**config.mk**
```make
export PLATFORM = sky130hd
export DESIGN_NAME = i2c_target_responder
export DESIGN_NICKNAME = d
export VERILOG_FILES = /design/src/rtl/i2c_target_responder.sv
export SDC_FILE = /design/constraint.sdc
export NUM_CORES = 1
export LEC_CHECK = 0
export BUFFER_PORTS_ARGS = -buffer_cell sky130_fd_sc_hd__buf_2
export CORE_MARGIN = 4
export CORE_UTILIZATION = 35
export CTS_BUF_LIST = sky130_fd_sc_hd__clkbuf_8 sky130_fd_sc_hd__clkbuf_16
export CTS_CLUSTER_SIZE = 10
export DETAILED_ROUTE_END_ITERATION = 10
export PLACE_DENSITY = 0.52
export SLEW_MARGIN = 10
export SYNTH_ARGS = -nofsm -noshare
export SYNTH_HDL_FRONTEND = slang
export SYNTH_SLANG_ARGS = --single-unit
```
**constraint.sdc**
```tcl
create_clock -name clk_i -period 3.9 [get_ports clk_i]
set_clock_uncertainty 0.1 [all_clocks]
set_input_delay 0.195 -clock clk_i [delete_from_list [all_inputs] [get_ports clk_i]]
set_output_delay 0.195 -clock clk_i [all_outputs]
set_load 0.01 [all_outputs]
```
**src/rtl/i2c_target_responder.sv**
```systemverilog
// I2C target answering one 7-bit address, backed by a byte register file with an
// auto-incrementing pointer. Never stretches SCL; SDA is open-drain (1 = release).
module i2c_target_responder #(
    parameter logic [6:0] TGT_ADDR    = 7'h22,
    parameter int         MEM_AW      = 4,
    parameter int         SYNC_STAGES = 2
) (
    input  logic              clk_i,
    input  logic              rst_i,
    input  logic              scl_i,
    input  logic              sda_i,
    output logic              scl_o,
    output logic              sda_o,
    output logic              busy_o,
    output logic              wr_stb_o,
    output logic [MEM_AW-1:0] wr_addr_o,
    output logic [7:0]        wr_data_o,
    output logic              rd_stb_o
);

    localparam int DEPTH = 1 << MEM_AW;

    typedef enum logic [2:0] {
        IDLE, ADDR, ADDR_ACK, WR_PTR, WR_DATA, WR_ACK, RD_DATA, RD_ACK
    } state_t;

    typedef struct packed {
        logic              en;
        logic [MEM_AW-1:0] addr;
        logic [7:0]        data;
    } wr_req_t;

    state_t                     state, state_nxt;
    logic [SYNC_STAGES-1:0]     scl_sync, sda_sync;
    logic                       scl_s, sda_s, scl_q, sda_q;
    logic                       scl_rise, scl_fall, start_det, stop_det;
    logic [3:0]                 cnt, cnt_nxt;
    logic [7:0]                 sh, sh_nxt, tx, tx_nxt, rx_byte;
    logic [MEM_AW-1:0]          ptr, ptr_nxt, ptr_inc;
    logic [DEPTH-1:0][7:0]      mem;
    logic                       sda_nxt, busy_nxt, rd_ld;
    wr_req_t                    wr_req;

    assign scl_o = 1'b1;

    always_ff @(posedge clk_i or negedge rst_i) begin
        if (!rst_i) begin
            scl_sync <= '1;
            sda_sync <= '1;
            scl_q    <= 1'b1;
            sda_q    <= 1'b1;
        end else begin
            scl_sync <= {scl_sync[SYNC_STAGES-2:0], scl_i};
            sda_sync <= {sda_sync[SYNC_STAGES-2:0], sda_i};
            scl_q    <= scl_s;
            sda_q    <= sda_s;
        end
    end

    assign scl_s     = scl_sync[SYNC_STAGES-1];
    assign sda_s     = sda_sync[SYNC_STAGES-1];
    assign scl_rise  = scl_s & ~scl_q;
    assign scl_fall  = ~scl_s & scl_q;
    assign start_det = scl_s & sda_q & ~sda_s;
    assign stop_det  = scl_s & ~sda_q & sda_s;
    assign rx_byte   = {sh[6:0], sda_s};
    assign ptr_inc   = ptr + 1'b1;

    always_ff @(posedge clk_i or negedge rst_i) begin
        if (!rst_i) state <= IDLE;
        else        state <= state_nxt;
    end

    always_comb begin
        state_nxt   = state;
        sda_nxt     = sda_o;
        busy_nxt    = busy_o;
        cnt_nxt     = cnt;
        sh_nxt      = sh;
        tx_nxt      = tx;
        ptr_nxt     = ptr;
        rd_ld       = 1'b0;
        wr_req.en   = 1'b0;
        wr_req.addr = ptr;
        wr_req.data = rx_byte;
        if (start_det) begin
            state_nxt = ADDR;
            cnt_nxt   = '0;
            sda_nxt   = 1'b1;
        end else if (stop_det) begin
            state_nxt = IDLE;
            sda_nxt   = 1'b1;
            busy_nxt  = 1'b0;
        end else begin
            case (state)
                IDLE: sda_nxt = 1'b1;
                ADDR, WR_PTR, WR_DATA: begin
                    if (scl_rise) begin
                        sh_nxt  = rx_byte;
                        cnt_nxt = cnt + 4'd1;
                        if (cnt == 4'd7) begin
                            cnt_nxt = '0;
                            case (state)
                                ADDR: begin
                                    if (rx_byte[7:1] == TGT_ADDR) begin
                                        busy_nxt  = 1'b1;
                                        state_nxt = ADDR_ACK;
                                    end else begin
                                        state_nxt = IDLE;
                                    end
                                end
                                WR_PTR: begin
                                    ptr_nxt   = rx_byte[MEM_AW-1:0];
                                    state_nxt = WR_ACK;
                                end
                                default: begin
                                    wr_req.en = 1'b1;
                                    ptr_nxt   = ptr_inc;
                                    state_nxt = WR_ACK;
                                end
                            endcase
                        end
                    end
                end
                // sda_o doubles as the ACK phase flag: released = ACK not yet driven
                ADDR_ACK, WR_ACK: begin
                    if (scl_fall) begin
                        if (sda_o) begin
                            sda_nxt = 1'b0;
                        end else begin
                            sda_nxt = 1'b1;
                            if (state == WR_ACK) begin
                                state_nxt = WR_DATA;
                            end else if (!sh[0]) begin
                                state_nxt = WR_PTR;
                            end else begin
                                rd_ld     = 1'b1;
                                sda_nxt   = mem[ptr][7];
                                tx_nxt    = {mem[ptr][6:0], 1'b1};
                                cnt_nxt   = 4'd1;
                                state_nxt = RD_DATA;
                            end
                        end
                    end
                end
                RD_DATA: begin
                    if (scl_fall) begin
                        if (cnt == 4'd8) begin
                            sda_nxt   = 1'b1;
                            cnt_nxt   = '0;
                            state_nxt = RD_ACK;
                        end else begin
                            sda_nxt = tx[7];
                            tx_nxt  = {tx[6:0], 1'b1};
                            cnt_nxt = cnt + 4'd1;
                        end
                    end
                end
                RD_ACK: begin
                    if (scl_rise) begin
                        ptr_nxt = ptr_inc;
                        if (!sda_s) begin
                            // next byte is staged now but only driven after the following fall
                            rd_ld     = 1'b1;
                            tx_nxt    = mem[ptr_inc];
                            cnt_nxt   = '0;
                            state_nxt = RD_DATA;
                        end else begin
                            busy_nxt  = 1'b0;
                            state_nxt = IDLE;
                        end
                    end
                end
                default: state_nxt = IDLE;
            endcase
        end
    end

    always_ff @(posedge clk_i or negedge rst_i) begin
        if (!rst_i) begin
            sda_o     <= 1'b1;
            busy_o    <= 1'b0;
            cnt       <= '0;
            sh        <= '0;
            tx        <= '1;
            ptr       <= '0;
            mem       <= '0;
            wr_stb_o  <= 1'b0;
            wr_addr_o <= '0;
            wr_data_o <= '0;
            rd_stb_o  <= 1'b0;
        end else begin
            sda_o    <= sda_nxt;
            busy_o   <= busy_nxt;
            cnt      <= cnt_nxt;
            sh       <= sh_nxt;
            tx       <= tx_nxt;
            ptr      <= ptr_nxt;
            wr_stb_o <= wr_req.en;
            rd_stb_o <= rd_ld;
            if (wr_req.en) begin
                mem[wr_req.addr] <= wr_req.data;
                wr_addr_o        <= wr_req.addr;
                wr_data_o        <= wr_req.data;
            end
        end
    end

endmodule

```
Yosys cells after proc, flatten, opt, wreduce, memory -nomap -nowiden:

Cells that the tools add are included.

* magnitude comparators: 3
* add/sub/neg operators: 2
* reduce and logical (&&, ||, !) cells: 18
* muxes and demuxes: 81
* equal/unequal tests: 43
* bitwise gates (word level): 12

Operators by type and width (count)
* $bwmux 128: 1
* $mux 8: 11
* $bmux 8 s4: 2
* $mux 4: 15
* $ne 3x3->1 const B: 14
* $mux 3: 13
* $demux 8 s4: 1
* $mux 1: 29
* $ne 4x4->1 const B: 7
* $ne 2x2->1 const B: 12
* $pmux 8 s3: 1
* $pmux 4 s2: 2
* $pmux 4 s4: 1
* $reduce_and 8->1: 2
* $eq 3x3->1 const B: 4
* $pmux 3 s4: 1
* $reduce_and 11->1: 1
* $lt 4x5->1 const B: 2
* $reduce_and 10->1: 1
* $reduce_bool 5->1: 2
* $add 4x1->4 const B: 2
* $eq 7x6->1 const B: 1
* $reduce_and 7->1: 1
* $and 1x1->1: 6
* 18 further kinds: 27

* output and inout bits: 17
* flip-flop bits (word level): 176
* bits of input ports: 4

Longest topological paths before layout:

* depth after elaboration: 9
* gate-level depth with buffers: 13

Worst setup path before layout:

OpenSTA, ideal clock, no wires.

* path kind: flip-flop to flip-flop
* start: register ptr[1]
* end: register tx[6]
* data arrival time: 2951 ps
* stages on the path, launching flop included: 13
* path buffers: 5
* setup slack: 755 ps
* period minus slack after synthesis: 3145 ps
* cells stage by stage: dfrtp_1 > buf_2 > buf_2 > clkbuf_1 > inv_1 > ha_1 > buf_6 > buf_2 > mux4_2 > mux2i_1 > o22ai_1 > a2111oi_1 > mux2i_1

* word-level cells in the longest chain between the ends: 7
* elaborated cells between the ends (all ways): 12

Ends and longest elaborated chain
* start, declared: RTL line 39 `logic [MEM_AW-1:0] ptr, ptr_nxt, ptr_inc;`
* start signal, assigned: RTL line 198 `ptr <= ptr_nxt;`
* branches (longest 6 deep; another with $add 4x1->4)
* $pmux 8 s3 *: RTL line 95 `case (state)`
* end signal, assigned: RTL line 197 `tx <= tx_nxt;`
* end, declared: RTL line 38 `logic [7:0] sh, sh_nxt, tx, tx_nxt, rx_byte;`

Mark *: on every way between the ends. The select of a mux whose other input is x is not followed.
A chain may end at the register's enable or synchronous reset.

Final worst setup path:

* start: register ptr[0]
* end: register tx[1]

Same word-level chain as after synthesis.

==> impl_metrics.sql <==
INSERT INTO impl_metrics (metric_group, metric, value, unit) VALUES
('status', 'outcome', 'complete, no violations', ''),
('sta', 'slew_viol_final', '0', ''),
('sta', 'layout_worst_path_cycle_share', '0.7747', ''),
('clock_network', 'clkLatencyLatePin', '0.43', 'ns'),
('floorplan', 'core_area', '0.02710', 'mm2'),
('sta', 'hold_ws', '0.2441', 'ns'),
('cells_and_area', 'multi_input_logic_area', '0.004861', 'mm2'),
('yosys', 'synth.yosys.seq_area_share', '0.4570', ''),
('sta', 'hold_violations', '0', ''),
('detailed_routing', 'detail_route.iter0.violations', '466', ''),
('clock_network', 'cts_resized', '0', ''),
('floorplan', 'initial_core_util', '0.3571', ''),
('critical_path', 'critical_path_peak_fanout', '42', ''),
('critical_path', 'crit_path_end_kind', 'flip-flop', ''),
('critical_path', 'critPathRequiredTime', '4.14', 'ns'),
('clock_network', 'cts_buffer_depth', '2', ''),
('sta', 'timing.final.crit_period', '3.021', 'ns'),
('pwr', 'pwr_total', '0.004303', 'W'),
('clock_network', 'post_cts_hold_buffer_count', '3', ''),
('clock_network', 'tritoncts_clock_tree', 'done', ''),
('yosys', 'syn-num-nets', '756', ''),
('cells_and_area', 'post_route_cells_drive_above_1_share', '0.2083', ''),
('yosys', 'synthCells', '746', ''),
('floorplan', 'fp.dieArea', '0.03038', 'mm2'),
('critical_path', 'timing.critical_path.arrival', '3.26', 'ns'),
('yosys', 'synth_ff_type', 'sky130_fd_sc_hd__dfrtp_1', ''),
('critical_path', 'crit_family', 'buffers and inverters', ''),
('detailed_routing', 'antenna_violating_nets_post_route', '0', ''),
('cells_and_area', 'nFillCells', '2594', ''),
('yosys', 'postSynthAreaPerCell', '12.97', 'um2'),
('yosys', 'postSynthRegisterBits', '176', ''),
('clock_network', 'cts.clk_slew.worst_paths', '0.08', 'ns'),
('cells_and_area', 'insertedDiodeCount', '0', ''),
('clock_network', 'clk_root_buf', 'sky130_fd_sc_hd__clkbuf_16', ''),
('critical_path', 'crit_path_cell_trace', 'buf_4, buf_4, nand3_1, xor2_1, nand2b_1, o22ai_1, a2111oi_0, mux2i_1', ''),
('floorplan', 'boundary_pin_count', '21', ''),
('critical_path', 'timing.critical_path.slowest_stage_cell', 'sky130_fd_sc_hd__buf_4', ''),
('critical_path', 'timing_worst_setup_path_type', 'flip-flop to flip-flop', ''),
('detailed_routing', 'routed_via_density', '5.616', ''),
('cells_and_area', 'register_area', '0.004425', 'mm2'),
('pwr', 'powerDensity', '403.3', 'mW/mm2'),
('global_routing', 'via_count_of_the_first_global_routing_pass', '6484', ''),
('placed_design', 'numPortBuffers', '19', ''),
('yosys', 'post_synth_instance_area', '0.009678', 'mm2'),
('cells_and_area', 'syn2layout_area_growth', '10.25', '%'),
('placed_design', 'gpl_wtd_cong', '0.8711', ''),
('flow_run', 'maxCapViolations', '0', ''),
('detailed_routing', 'finalWirelength', '25320', 'um'),
('clock_network', 'numClockSinks', '176', ''),
('detailed_routing', 'detailedRoute.firstPassIterationCount', '5', ''),
('detailed_routing', 'post_drt_wl_per_cell', '22.58', 'um'),
('global_routing', 'globalRouteOverflowTotal', '0', ''),
('sta', 'fin_tns_setup', '0', 'ns'),
('worst_hold_path', 'worst_hold_path_type', 'primary input to async pin', ''),
('placed_design', 'place.detailed.hpwl', '17360', 'um'),
('floorplan', 'rows', '60', ''),
('critical_path', 'timing.critical_path.buf_inv', '2', ''),
('clock_network', 'ctsHtreeMaxLevel', '4', ''),
('cells_and_area', 'finish.instance_area', '0.01067', 'mm2'),
('yosys', 'synth_cell_type_count', '66', ''),
('sta', 'report.final.setup_viol', '0', ''),
('floorplan', 'horiz_die_dim', '174.3', 'um'),
('critical_path', 'critical-path-top-cell-by-count', 'sky130_fd_sc_hd__buf_4', ''),
('clock_network', 'numCtsBuffers', '17', ''),
('sta', 'clock.fmax', '331.0', 'MHz'),
('detailed_routing', 'via_count', '6296', ''),
('pwr', 'power.leakage', '4.775', 'nW'),
('cells_and_area', 'stdcell_count', '1121', ''),
('detailed_routing', 'remaining_drc_errors', '0', ''),
('global_routing', 'grt.total_usage', '0.1720', ''),
('placed_design', 'post_dp_cell_area', '0.01002', 'mm2');
==> layout by cell type, fill, tap and decap left out, drive strengths merged, types with 2 or more instances in the layout <==
| cell | count |
|---|---|
| clkbuf | 17 |
| dfrtp | 161 |
| a221o | 2 |
| and3 | 4 |
| inv | 23 |
| and2 | 10 |
| dfstp | 15 |
| nand3b | 2 |
| mux2i | 37 |
| nand2 | 59 |
| o22ai | 9 |
| nor3 | 6 |
| o31ai | 2 |
| mux4 | 51 |
| o211ai | 4 |
| a2111oi | 15 |
| o21ai | 17 |
| nand2b | 7 |
| a211oi | 8 |
| a22o | 14 |
| nor4 | 7 |
| nand4 | 5 |
| ha | 6 |
| buf | 30 |
| dlygate4sd3 | 3 |
| nor2 | 12 |
| a21oi | 17 |
| clkinv | 6 |
| nor3b | 3 |
| mux2 | 137 |
| xor2 | 3 |
| nor2b | 25 |
| nand3 | 13 |
==> through the flow <==
step	setup slack [ns]	util
2_1_floorplan	0.7545	-
3_3_place_gp	0.9690	0.3698
3_5_place_dp	0.8997	0.3698
4_1_cts	0.9116	0.3937
5_1_grt	0.5926	0.3937
6_report	0.8787	0.3937
==> flip-flops by register name, indices dropped and copies added, names as in the netlist <==
register	count
ptr	4
busy_o	1
mem	128
wr_data_o	8
cnt	4
rd_stb_o	1
wr_stb_o	1
tx	8
scl_sync	2
sda_o	1
wr_addr_o	4
scl_q	1
sda_q	1
sh	7
state	3
sda_sync	2
==> metal layers <==
layer,global-route usage,vias to the layer above,routed length (um)
li1,-,2784,-
met1,0.2426,3365,11570
met2,0.2736,117,12330
met3,0.03045,30,908
met4,0.04982,0,502
met5,0,-,0
==> cells by family (layout without fill, tap and decap cells) <==
kind of cell,after synthesis,in the layout,synth area share
multiplexers,225,225,0.3206
buffers and inverters,78,81,0.04163
adder cells (fa/ha/maj),6,6,0.007757
AO/OA/AOI/OAI,95,95,0.07214
other,1,1,0.0003875
flip-flops,176,176,0.4570
AND/OR/NAND/NOR,161,161,0.09606
XOR/XNOR,4,4,0.004397
==> layout make-up <==
cell class | instances | share of cell area
Clock buffer | 17 | 0.03987
Sequential cell | 176 | 0.4148
Clock inverter | 15 | 0.01818
Inverter | 16 | 0.005629
Timing Repair Buffer | 33 | 0.02240
Tap cell | 372 | 0.04362
Multi-Input combinational cell | 492 | 0.4556
==> worst reg2reg max path: stages (launching register included) <==
cell	delay, ns
sky130_fd_sc_hd__dfrtp_2	0.36
sky130_fd_sc_hd__buf_4	0.30
sky130_fd_sc_hd__buf_4	0.57
sky130_fd_sc_hd__nand3_1	0.19
sky130_fd_sc_hd__xor2_1	0.33
sky130_fd_sc_hd__nand2b_1	0.38
sky130_fd_sc_hd__o22ai_1	0.14
sky130_fd_sc_hd__a2111oi_0	0.44
sky130_fd_sc_hd__mux2i_1	0.14
==> worst paths after layout <==
kind	from	to	slack, ns	cells after the start
setup / recovery	ptr[0]	tx[1]	0.88	8
hold / removal	rst_i	sh[2]	0.24	2
setup reg to reg	ptr[0]	tx[1]	0.88	8
hold reg to reg	sda_sync[0]	sda_sync[1]	0.26	0
max in group asynchronous	rst_i	mem[46]	2.46	3
min in group clk_i	sda_sync[0]	sda_sync[1]	0.26	0
==> report_power, final <==
group          leakage (nW)  internal, W  switching, W  total (W)
Sequential             2.39      0.00189      0.000283    0.00217
Combinational          2.09     0.000158      0.000205   0.000363
Clock                 0.299     0.000930      0.000841    0.00177
==> synthesized netlist by cell type (all sizes together) (7+ instances only) <==
cell	n	area [um2]
mux2	137	1543
buf	37	249.0
nand2b	7	43.79
mux2i	37	370.4
dfrtp	161	4029
a22o	14	122.6
and2	10	62.56
nor2b	25	158.9
mux4	51	1190
clkbuf	25	93.84
a2111oi	15	153.9
nand2	59	251.5
inv	16	60.05
nor2	12	45.04
o22ai	9	56.30
o21ai	17	85.08
a211oi	8	65.06
a21oi	17	88.84
nor4	7	43.79
nand3	13	115.1
dfstp	15	394.1
No activity file was read; power rests on OpenSTA's default activity.
